### config.mk
export PLATFORM = sky130hd
export DESIGN_NAME = sm_pattern_sequencer_flat
export DESIGN_NICKNAME = d
export VERILOG_FILES = /design/src/rtl/sm_pattern_sequencer_pkg.sv /design/src/rtl/sm_pattern_sequencer_if.sv /design/src/rtl/sm_pattern_sequencer_bit_tick_div.sv /design/src/rtl/sm_pattern_sequencer.sv /design/src/flat_wrapper.sv
export SDC_FILE = /design/constraint.sdc
export NUM_CORES = 1
export LEC_CHECK = 0
export CORE_MARGIN = 2
export CORE_UTILIZATION = 25
export CTS_BUF_LIST = sky130_fd_sc_hd__clkbuf_16
export DETAILED_ROUTE_END_ITERATION = 12
export REMOVE_ABC_BUFFERS = 1
export SYNTH_ARGS = -nofsm -noshare
export SYNTH_HDL_FRONTEND = slang
export SYNTH_SLANG_ARGS = --single-unit
### constraint.sdc
create_clock -name clk -period 2.6 [get_ports clk]
set_clock_uncertainty 0.2 [all_clocks]
set_input_delay 0.26 -clock clk [delete_from_list [all_inputs] [get_ports clk]]
set_output_delay 0.26 -clock clk [all_outputs]
set_load 0.03 [all_outputs]
### src/rtl/sm_pattern_sequencer_pkg.sv
// sm_pattern_sequencer_pkg: shared widths and state encoding for the pattern sequencer
package sm_pattern_sequencer_pkg;
    localparam int PAT_W = 16;
    localparam int DIV_W = 8;
    localparam int LEN_W = $clog2(PAT_W + 1);
    typedef enum logic [1:0] {
        IDLE   = 2'd0,
        CLEAR  = 2'd1,
        DRIVE  = 2'd2,
        FINISH = 2'd3
    } state_t;
endpackage

### src/rtl/sm_pattern_sequencer_if.sv
// sm_pattern_sequencer_if: control-side and FSM-side signals of the pattern sequencer
interface sm_pattern_sequencer_if;
    import sm_pattern_sequencer_pkg::*;
    logic             start;
    logic [PAT_W-1:0] pattern;
    logic [LEN_W-1:0] len;
    logic [DIV_W-1:0] div;
    logic             x_out;
    logic             fsm_rst_n;
    logic             y_in;
    logic             busy;
    logic             done;
    logic [LEN_W-1:0] y_count;
    modport master (
        output start, pattern, len, div, y_in,
        input  x_out, fsm_rst_n, busy, done, y_count
    );
    modport slave (
        input  start, pattern, len, div, y_in,
        output x_out, fsm_rst_n, busy, done, y_count
    );
endinterface

### src/rtl/sm_pattern_sequencer_bit_tick_div.sv
// sm_pattern_sequencer_bit_tick_div: bit-period counter, ticks on the last cycle of each bit
module sm_pattern_sequencer_bit_tick_div
    import sm_pattern_sequencer_pkg::*;
(
    input  logic             clk,
    input  logic             reset,
    input  logic             i_clr,
    input  logic [DIV_W-1:0] i_div,
    output logic             o_tick
);
    logic [DIV_W-1:0] r_cnt;
    assign o_tick = !i_clr && (r_cnt == i_div);
    always_ff @(posedge clk)
        r_cnt <= (!reset || i_clr || o_tick) ? '0 : r_cnt + 1'b1;
endmodule

### src/rtl/sm_pattern_sequencer.sv
// sm_pattern_sequencer: drives a serial pattern into a Moore FSM and counts sampled y=1 bits
module sm_pattern_sequencer
    import sm_pattern_sequencer_pkg::*;
(
    input  logic                  clk,
    input  logic                  reset,
    sm_pattern_sequencer_if.slave io_bus
);
    state_t           r_state, w_state_n;
    logic [PAT_W-1:0] r_pat, w_pat_n;
    logic [LEN_W-1:0] r_len, w_len_n, r_idx, w_idx_n, r_cnt, w_cnt_n;
    logic [DIV_W-1:0] r_div, w_div_n;
    logic             r_x, w_x_n, r_frst, w_frst_n, r_busy, w_busy_n, r_done, w_done_n;
    logic             w_tick;
    sm_pattern_sequencer_bit_tick_div u_div (
        .clk    (clk),
        .reset  (reset),
        .i_clr  (r_state != DRIVE),
        .i_div  (r_div),
        .o_tick (w_tick)
    );
    assign io_bus.x_out     = r_x;
    assign io_bus.fsm_rst_n = r_frst;
    assign io_bus.busy      = r_busy;
    assign io_bus.done      = r_done;
    assign io_bus.y_count   = r_cnt;
    // r_pat shifts right each bit so the next bit to present is always r_pat[1]
    always_comb begin
        w_state_n = r_state;
        w_pat_n   = r_pat;
        w_len_n   = r_len;
        w_div_n   = r_div;
        w_idx_n   = r_idx;
        w_cnt_n   = r_cnt;
        w_x_n     = r_x;
        w_frst_n  = r_frst;
        w_busy_n  = r_busy;
        w_done_n  = 1'b0;
        unique case (r_state)
            IDLE: begin
                w_frst_n = 1'b1;
                w_x_n    = 1'b0;
                if (io_bus.start) begin
                    w_cnt_n = '0;
                    if (io_bus.len != '0) begin
                        w_pat_n   = io_bus.pattern;
                        w_len_n   = io_bus.len;
                        w_div_n   = io_bus.div;
                        w_busy_n  = 1'b1;
                        w_frst_n  = 1'b0;
                        w_state_n = CLEAR;
                    end else
                        w_done_n = 1'b1;
                end
            end
            CLEAR: begin
                w_frst_n  = 1'b1;
                w_x_n     = r_pat[0];
                w_idx_n   = '0;
                w_state_n = DRIVE;
            end
            DRIVE: begin
                if (w_tick) begin
                    w_cnt_n = (io_bus.y_in && r_cnt != r_len) ? r_cnt + 1'b1 : r_cnt;
                    if (r_idx == r_len - 1'b1) begin
                        w_x_n     = 1'b0;
                        w_state_n = FINISH;
                    end else begin
                        w_idx_n = r_idx + 1'b1;
                        w_x_n   = r_pat[1];
                        w_pat_n = r_pat >> 1;
                    end
                end
            end
            FINISH: begin
                w_done_n  = 1'b1;
                w_busy_n  = 1'b0;
                w_state_n = IDLE;
            end
        endcase
    end
    always_ff @(posedge clk) begin
        if (!reset) begin
            r_state <= IDLE;
            r_pat   <= '0;
            r_len   <= '0;
            r_div   <= '0;
            r_idx   <= '0;
            r_cnt   <= '0;
            r_x     <= 1'b0;
            r_frst  <= 1'b0;
            r_busy  <= 1'b0;
            r_done  <= 1'b0;
        end else begin
            r_state <= w_state_n;
            r_pat   <= w_pat_n;
            r_len   <= w_len_n;
            r_div   <= w_div_n;
            r_idx   <= w_idx_n;
            r_cnt   <= w_cnt_n;
            r_x     <= w_x_n;
            r_frst  <= w_frst_n;
            r_busy  <= w_busy_n;
            r_done  <= w_done_n;
        end
    end
endmodule

### src/flat_wrapper.sv
// flat-port wrapper written by rule: the top's interface ports become plain ports
module sm_pattern_sequencer_flat import sm_pattern_sequencer_pkg::*;
  (clk, reset, io_bus_start, io_bus_pattern, io_bus_len, io_bus_div, io_bus_y_in, io_bus_x_out, io_bus_fsm_rst_n, io_bus_busy, io_bus_done, io_bus_y_count);
  sm_pattern_sequencer_if io_bus_i ();
  input  logic clk;
  input  logic reset;
  input wire logic [$bits(io_bus_i.start)-1:0] io_bus_start;
  input wire logic [$bits(io_bus_i.pattern)-1:0] io_bus_pattern;
  input wire logic [$bits(io_bus_i.len)-1:0] io_bus_len;
  input wire logic [$bits(io_bus_i.div)-1:0] io_bus_div;
  input wire logic [$bits(io_bus_i.y_in)-1:0] io_bus_y_in;
  output wire logic [$bits(io_bus_i.x_out)-1:0] io_bus_x_out;
  output wire logic [$bits(io_bus_i.fsm_rst_n)-1:0] io_bus_fsm_rst_n;
  output wire logic [$bits(io_bus_i.busy)-1:0] io_bus_busy;
  output wire logic [$bits(io_bus_i.done)-1:0] io_bus_done;
  output wire logic [$bits(io_bus_i.y_count)-1:0] io_bus_y_count;
  assign io_bus_i.start = io_bus_start;
  assign io_bus_i.pattern = io_bus_pattern;
  assign io_bus_i.len = io_bus_len;
  assign io_bus_i.div = io_bus_div;
  assign io_bus_i.y_in = io_bus_y_in;
  assign io_bus_x_out = io_bus_i.x_out;
  assign io_bus_fsm_rst_n = io_bus_i.fsm_rst_n;
  assign io_bus_busy = io_bus_i.busy;
  assign io_bus_done = io_bus_i.done;
  assign io_bus_y_count = io_bus_i.y_count;
  sm_pattern_sequencer u_core (.clk(clk), .reset(reset), .io_bus(io_bus_i));
endmodule
==> results of run 1 <==
registers in the layout, indices dropped and copies added (netlist names):
name	cells
u_core.io_bus.done	1
u_core.r_len	5
u_core.io_bus.x_out	1
u_core.r_state	2
u_core.io_bus.fsm_rst_n	1
u_core.io_bus.y_count	5
u_core.r_div	8
u_core.io_bus.busy	1
u_core.u_div.r_cnt	8
u_core.r_pat	16
u_core.r_idx	5
critical path, delay by kind of cell (launching register included):
family,cells,cell delay (ns)
buffers and inverters,1,0.07
flip-flops,1,0.45
multiplexers,1,0.23
AO/OA/AOI/OAI,3,0.85
XOR/XNOR,1,0.13
adder cells (fa/ha/maj),1,0.30
placed cells by master (no fill, tap or decap), drive strengths merged, types with 5 or more instances in the layout:
master / Yosys / routed
mux2i: 33 / 33
and3: 7 / 7
nand3: 12 / 12
nor2b: 14 / 14
clkdlybuf4s50: 0 / 41
clkbuf: 5 / 5
a21oi: 7 / 7
xor2: 12 / 12
inv: 7 / 8
o21ai: 5 / 5
a21boi: 5 / 5
xnor2: 13 / 13
buf: 5 / 10
nand2: 11 / 11
o2bb2ai: 15 / 15
o31ai: 5 / 5
ha: 9 / 9
nor2: 10 / 10
dfxtp: 53 / 53
final cells by class:
type,instances,area (µm²),area share
clock buffer,5,125,0.0354
clock inverter,3,18.8,0.00531
inverter,7,26.3,0.00744
multi-input combinational,198,1620,0.458
sequential,53,1060,0.300
tap,140,175,0.0496
timing repair buffer,51,510,0.144
through the flow:
stage	setup TNS, ns	utilization	setup WS [ns]	total power, W	instance area, µm²
2_1_floorplan	-1.33	-	-0.0871	0.00187	2700
3_3_place_gp	0	0.314	0.315	0.00222	3390
3_5_place_dp	0	0.314	0.256	0.00225	3390
4_1_cts	0	0.327	0.238	0.00291	3530
5_1_grt	0	0.327	0.114	0.00307	3530
6_report	0	0.327	0.278	0.00288	3530
power by group through the flow:
stage	clock [W]	combinational, W	sequential [W]
floorplan	0	0.000776	0.00109
global placement	0	0.00112	0.00110
detailed placement	0	0.00115	0.00110
CTS	0.000677	0.00115	0.00109
global route	0.000711	0.00125	0.00111
finish	0.000659	0.00114	0.00109
logic make-up (layout without fill, tap and decap cells):
group	Yosys count	in the layout	share of synthesized area
adder cells (fa/ha/maj)	9	9	0.0408
AND/OR/NAND/NOR	79	79	0.161
flip-flops	53	53	0.384
buffers and inverters	17	66	0.0299
multiplexers	33	33	0.120
AO/OA/AOI/OAI	52	52	0.185
XOR/XNOR	25	25	0.0793
metal layers:
layer | global-route usage | wire length, µm | part of all wire | vias up
li1 | - | - | - | 1070
met1 | 0.145 | 2950 | 0.48 | 1009
met2 | 0.174 | 2860 | 0.47 | 31
met3 | 0.0257 | 203 | 0.033 | 5
met4 | 0.0385 | 102 | 0.017 | 0
met5 | 0 | 0 | 0 | -
worst max-delay path by stage:
stage | depth (start not counted) | from | end
2_1_floorplan | 7 | u_core.r_state[0] | u_core.io_bus.y_count[4]
3_3_place_gp | 8 | u_core.r_len[0] | u_core.r_pat[5]
3_5_place_dp | 7 | u_core.r_len[0] | u_core.r_state[1]
4_1_cts | 7 | u_core.r_len[0] | u_core.r_state[1]
5_1_grt | 8 | u_core.r_state[0] | u_core.r_pat[5]
6_report | 7 | u_core.r_len[0] | u_core.r_state[1]
==> metrics, run 1 <==
Residual DRC=0; Post-Syn Instances=around 270; Critical Path Max Stage Delay=0.45 ns; Max Cap Viol=0; switching portion of total power=0.356; CTS resizes=0; FP Rows=38; Clock Power Share=0.229; vias post-DR=roughly 2,100; RSZ-0062 raised after global routing=no; Post-synth top flop=dfxtp_1; Pwr Density=~820 nW/µm²; IO Count=42; Comb pwr share=0.394; Die H=around 110 µm; Final HPWL DP=between 4 and 5 mm; fin crit share=0.893; top post-synthesis cells by area=dfxtp_1 (38%), mux2i_1 (12%), o2bb2ai_2 (5.4%), xnor2_1 (4.1%), ha_1 (4.1%); slowest CP cell=dfxtp_1; P_int=around 0.0019 W; cts-stage hold buffer count=0; Slew Limit Fails=0; dominant cell type by area after synthesis=dfxtp_1; hold_ws=approximately 0.27 ns; initial antenna violation count=0; Worst R2R Start=u_core.r_len[0]; leakage=roughly 1.3 nW; number of synthesized flops with an enable pin=0; first-pass GRT wire length=between 10 and 15 mm; sw power=around 0.0010 W; CTS Buf Count=5; sequential share of power=0.377; DR WL/cell=13.4 µm; Clock Path Buffers=2; startpoint types=flop; clock slew at reported path FFs=about 0.07 ns; WL final=about 6.1 mm; Clk Tree Root Cell=clkbuf_16; worst skew pair latency=a little under 0.3 ns; Slew HR=0.607; fraction of the yosys area taken by sequential cells=0.384; post-CTS setup buffers=0; reg2reg setup slack=around 0.28 ns; Fin. Hold Viols=0; Worst-Margin Slew=between 0.5 and 0.6 ns; Syn. warnings=0; FF+latch count, synth=53; Final setup viols=0; filler instances=1,092; Hold Crit Start=u_core.r_pat[6]; initial DRC count=83; GR Overflow Total=0; DR vias/cell=around 4.6; Fmax achieved=431 MHz; hold path cells=1; status=complete, no violations; ys async rst share=0; ANT nets after route=0; Die Area=between 10,000 and 15,000 µm²; Layout Cells excl Fill=457; worst r2r dst=u_core.r_state[1]; Core ar.=approximately 11,000 µm²; H-tree levels=2; Final min period=between 2 and 2.5 ns; cells along the critical path=inv_1 > ha_1 > xnor2_1 > a211oi_2 > o311ai_4 > a211oi_2 > mux2i_1; cell mode on critical path=a211oi_2; path depth of the worst reg2reg path=7; hold endpoint=u_core.r_pat[6]; Syn-to-layout area delta=28.0%; clk sinks=53; Horiz. Die Dim=roughly 110 µm; Port Buffer Count=between 40 and 50; nets@finish=roughly 360; ant diodes=0; DP Cell Count=~450; worst vdd ir=around 280 µV; top cells by instance count after synthesis=dfxtp_1 (53), mux2i_1 (33), nor2b_1 (14), xnor2_1 (13); CTS tree=built; cell with the most instances after synthesis=dfxtp_1; Setup CP Type=flop to flop; DR pass1 iterations=4; Tot GR Track Use=0.110; mapped cell area=about 2800 µm²; largest net degree at the start of global routing=26; type of the worst min-delay path=flop to flop; CP arrival=approximately 2.3 ns; CP Max Fanout=10; Initial Util=0.256; area share of the largest cell type after synthesis=0.384; WP data required=2.62 ns; Synth cell types=46; number of global-route vias before repair=about 2,100; CP endpoint kind=flop; layout cell share with drive strength beyond 1=0.117; routability cong.=roughly 0.77; syn_area_per_cell=roughly 10 µm²
Power figures use the tool's default switching activity.
==> inputs of run 2 (changes only) <==
- CORE_MARGIN: 2 -> not set
==> run 2 against run 1 <==
Total power increased by 2.6%. Count of clock-buffer cells in the layout unchanged. Critical path type unchanged. Maximum frequency shrank 1.4%. Utilization grew 0.99 points.
==> metrics, run 2 (synthesized netlist as in run 1, its figures left out) <==
Most flops, register=u_core.r_pat; Initial Util=0.263 (+0.00691); largest net degree at the start of global routing=21 (-19%); FP Rows=37 (-2.6%); routability cong.=0.727 (-5.9%); Clk Tree Root Cell=clkbuf_16; Fin. Hold Viols=0 (unchanged); Layout Cells excl Fill=452 (-1.1%); initial DRC count=79 (-4.8%); Final WS setup=0.244 ns (-0.0338 ns); first-pass GRT wire length=9.65 mm (-5.8%); CTS resizes=0 (unchanged); type of the worst min-delay path=flop to flop; CP Max Fanout=20 (+10); Clock Path Buffers=2 (unchanged); Horiz. Die Dim=107 µm (-1.8%); DP Cell Count=444 (-1.1%); DR vias/cell=4.62 (-0.14%); filler instances=1,051 (-3.8%); Port Buffer Count=41 (unchanged); Core ar.=10,500 µm² (-2.6%); GR Overflow Total=0 (unchanged); worst vdd ir=362 µV (+28%); clk sinks=53 (unchanged); Syn-to-layout area delta=28.4%; RSZ-0062 raised after global routing=no; WL final=5.85 mm (-4.5%); Slew Limit Fails=0 (unchanged); Final setup viols=0 (unchanged); vias post-DR=2,089 (-1.2%); startpoint types=flop; Fmax achieved=425 MHz (-1.4%); CTS Buf Count=5 (unchanged); ANT nets after route=0 (unchanged); max reg flops=16 (unchanged); Final HPWL DP=4.41 mm (-4.6%); initial antenna violation count=0 (unchanged); WP data required=2.62 ns (about the same); Worst-Margin Slew=0.605 ns (+0.0165 ns); leakage=1.31 nW (+0.93%); Pwr Density=834 nW/µm² (+2.3%); cts-stage hold buffer count=0 (unchanged); ant diodes=0 (unchanged); DR WL/cell=12.9 µm (-3.4%); Tot GR Track Use=0.106 (-0.00375); CP arrival=2.38 ns (+0.04 ns); CP endpoint kind=flop; Final min period=2.36 ns (+0.0337 ns); Max Cap Viol=0 (unchanged); Residual DRC=0 (unchanged); Die H=107 µm (-1.8%); DR pass1 iterations=4 (unchanged); Die Area=11,500 µm² (-3.6%); CTS tree=built; biggest regs=u_core.r_pat: 16 flops, u_core.r_div: 8 flops, u_core.u_div.r_cnt: 8 flops; number of global-route vias before repair=1,994 (-4.5%); Slew HR=0.596 (-0.0110); H-tree levels=2 (unchanged); status=complete, no violations; most common cell after layout, fill and taps aside=dfxtp_1; post-CTS setup buffers=0 (unchanged); worst skew pair latency=0.29 ns (about the same); Setup CP Type=flop to flop; layout cell share with drive strength beyond 1=0.114 (-0.00280); clock slew at reported path FFs=0.07 ns (about the same); most frequent cells in the layout=dfxtp_1 (53), clkdlybuf4s50_1 (41), mux2i_1 (33); Post-Place Worst Slack=0.230 ns (-0.0259 ns); IO Count=42 (unchanged); fin crit share=0.906 (+0.0130); nets@finish=357 (-0.28%)
[run 2: metal layers]
metal | track usage | part of all wire | wire (µm) | vias to the layer above
met5 | 0 | 0 | 0 | -
met4 | 0.0382 | 0.015 | 89 | 0
met3 | 0.0176 | 0.031 | 181 | 5
met2 | 0.171 | 0.46 | 2700 | 30
met1 | 0.141 | 0.49 | 2870 | 989
li1 | - | - | - | 1065
[run 2: cell type report]
type	instances	area, µm²	area share
clock buffer	5	125	0.0353
sequential	53	1060	0.299
multi-input combinational	198	1620	0.456
timing repair buffer	50	503	0.142
inverter	7	26.3	0.00741
tap	136	170	0.0480
clock inverter	3	42.5	0.0120
[run 2: path summary, 6_finish.rpt]
| kind | from | depth (start not counted) | slack (ns) | endpoint |
|---|---|---|---|---|
| worst max-delay path | u_core.r_state[0] | 8 | 0.24 | u_core.r_pat[4] |
| worst min-delay path | u_core.r_pat[7] | 1 | 0.27 | u_core.r_pat[7] |
| worst max register to register | u_core.r_state[0] | 8 | 0.24 | u_core.r_pat[4] |
| worst min register to register | u_core.r_pat[7] | 1 | 0.27 | u_core.r_pat[7] |
[run 2: worst max-delay path, cell delays in order, from the launching register on]
cell and delay [ns]:
dfxtp_1 0.36, inv_1 0.09, ha_1 0.34, buf_4 0.38, nand2_1 0.14, nor4_1 0.31
a21oi_2 0.13, buf_12 0.19, o2bb2ai_1 0.14
[run 2: through the flow]
step	util	cell area (µm²)	setup TNS [ns]	hold WS, ns	power, W
6_report	0.337	3540	0	0.272	0.00296
2_1_floorplan	-	2700	-1.33	0.188	0.00187
3_3_place_gp	0.321	3380	0	0.246	0.00221
5_1_grt	0.337	3540	0	0.287	0.00313
4_1_cts	0.337	3540	0	0.274	0.00299
3_5_place_dp	0.321	3380	0	0.253	0.00223
[run 2: report_power, final]
group	internal [W]	total, W	switching [W]
registers	0.000964	0.00109	0.000123
logic	0.000527	0.00112	0.000593
clock network	0.000453	0.000750	0.000297
total	0.00194	0.00296	0.00101
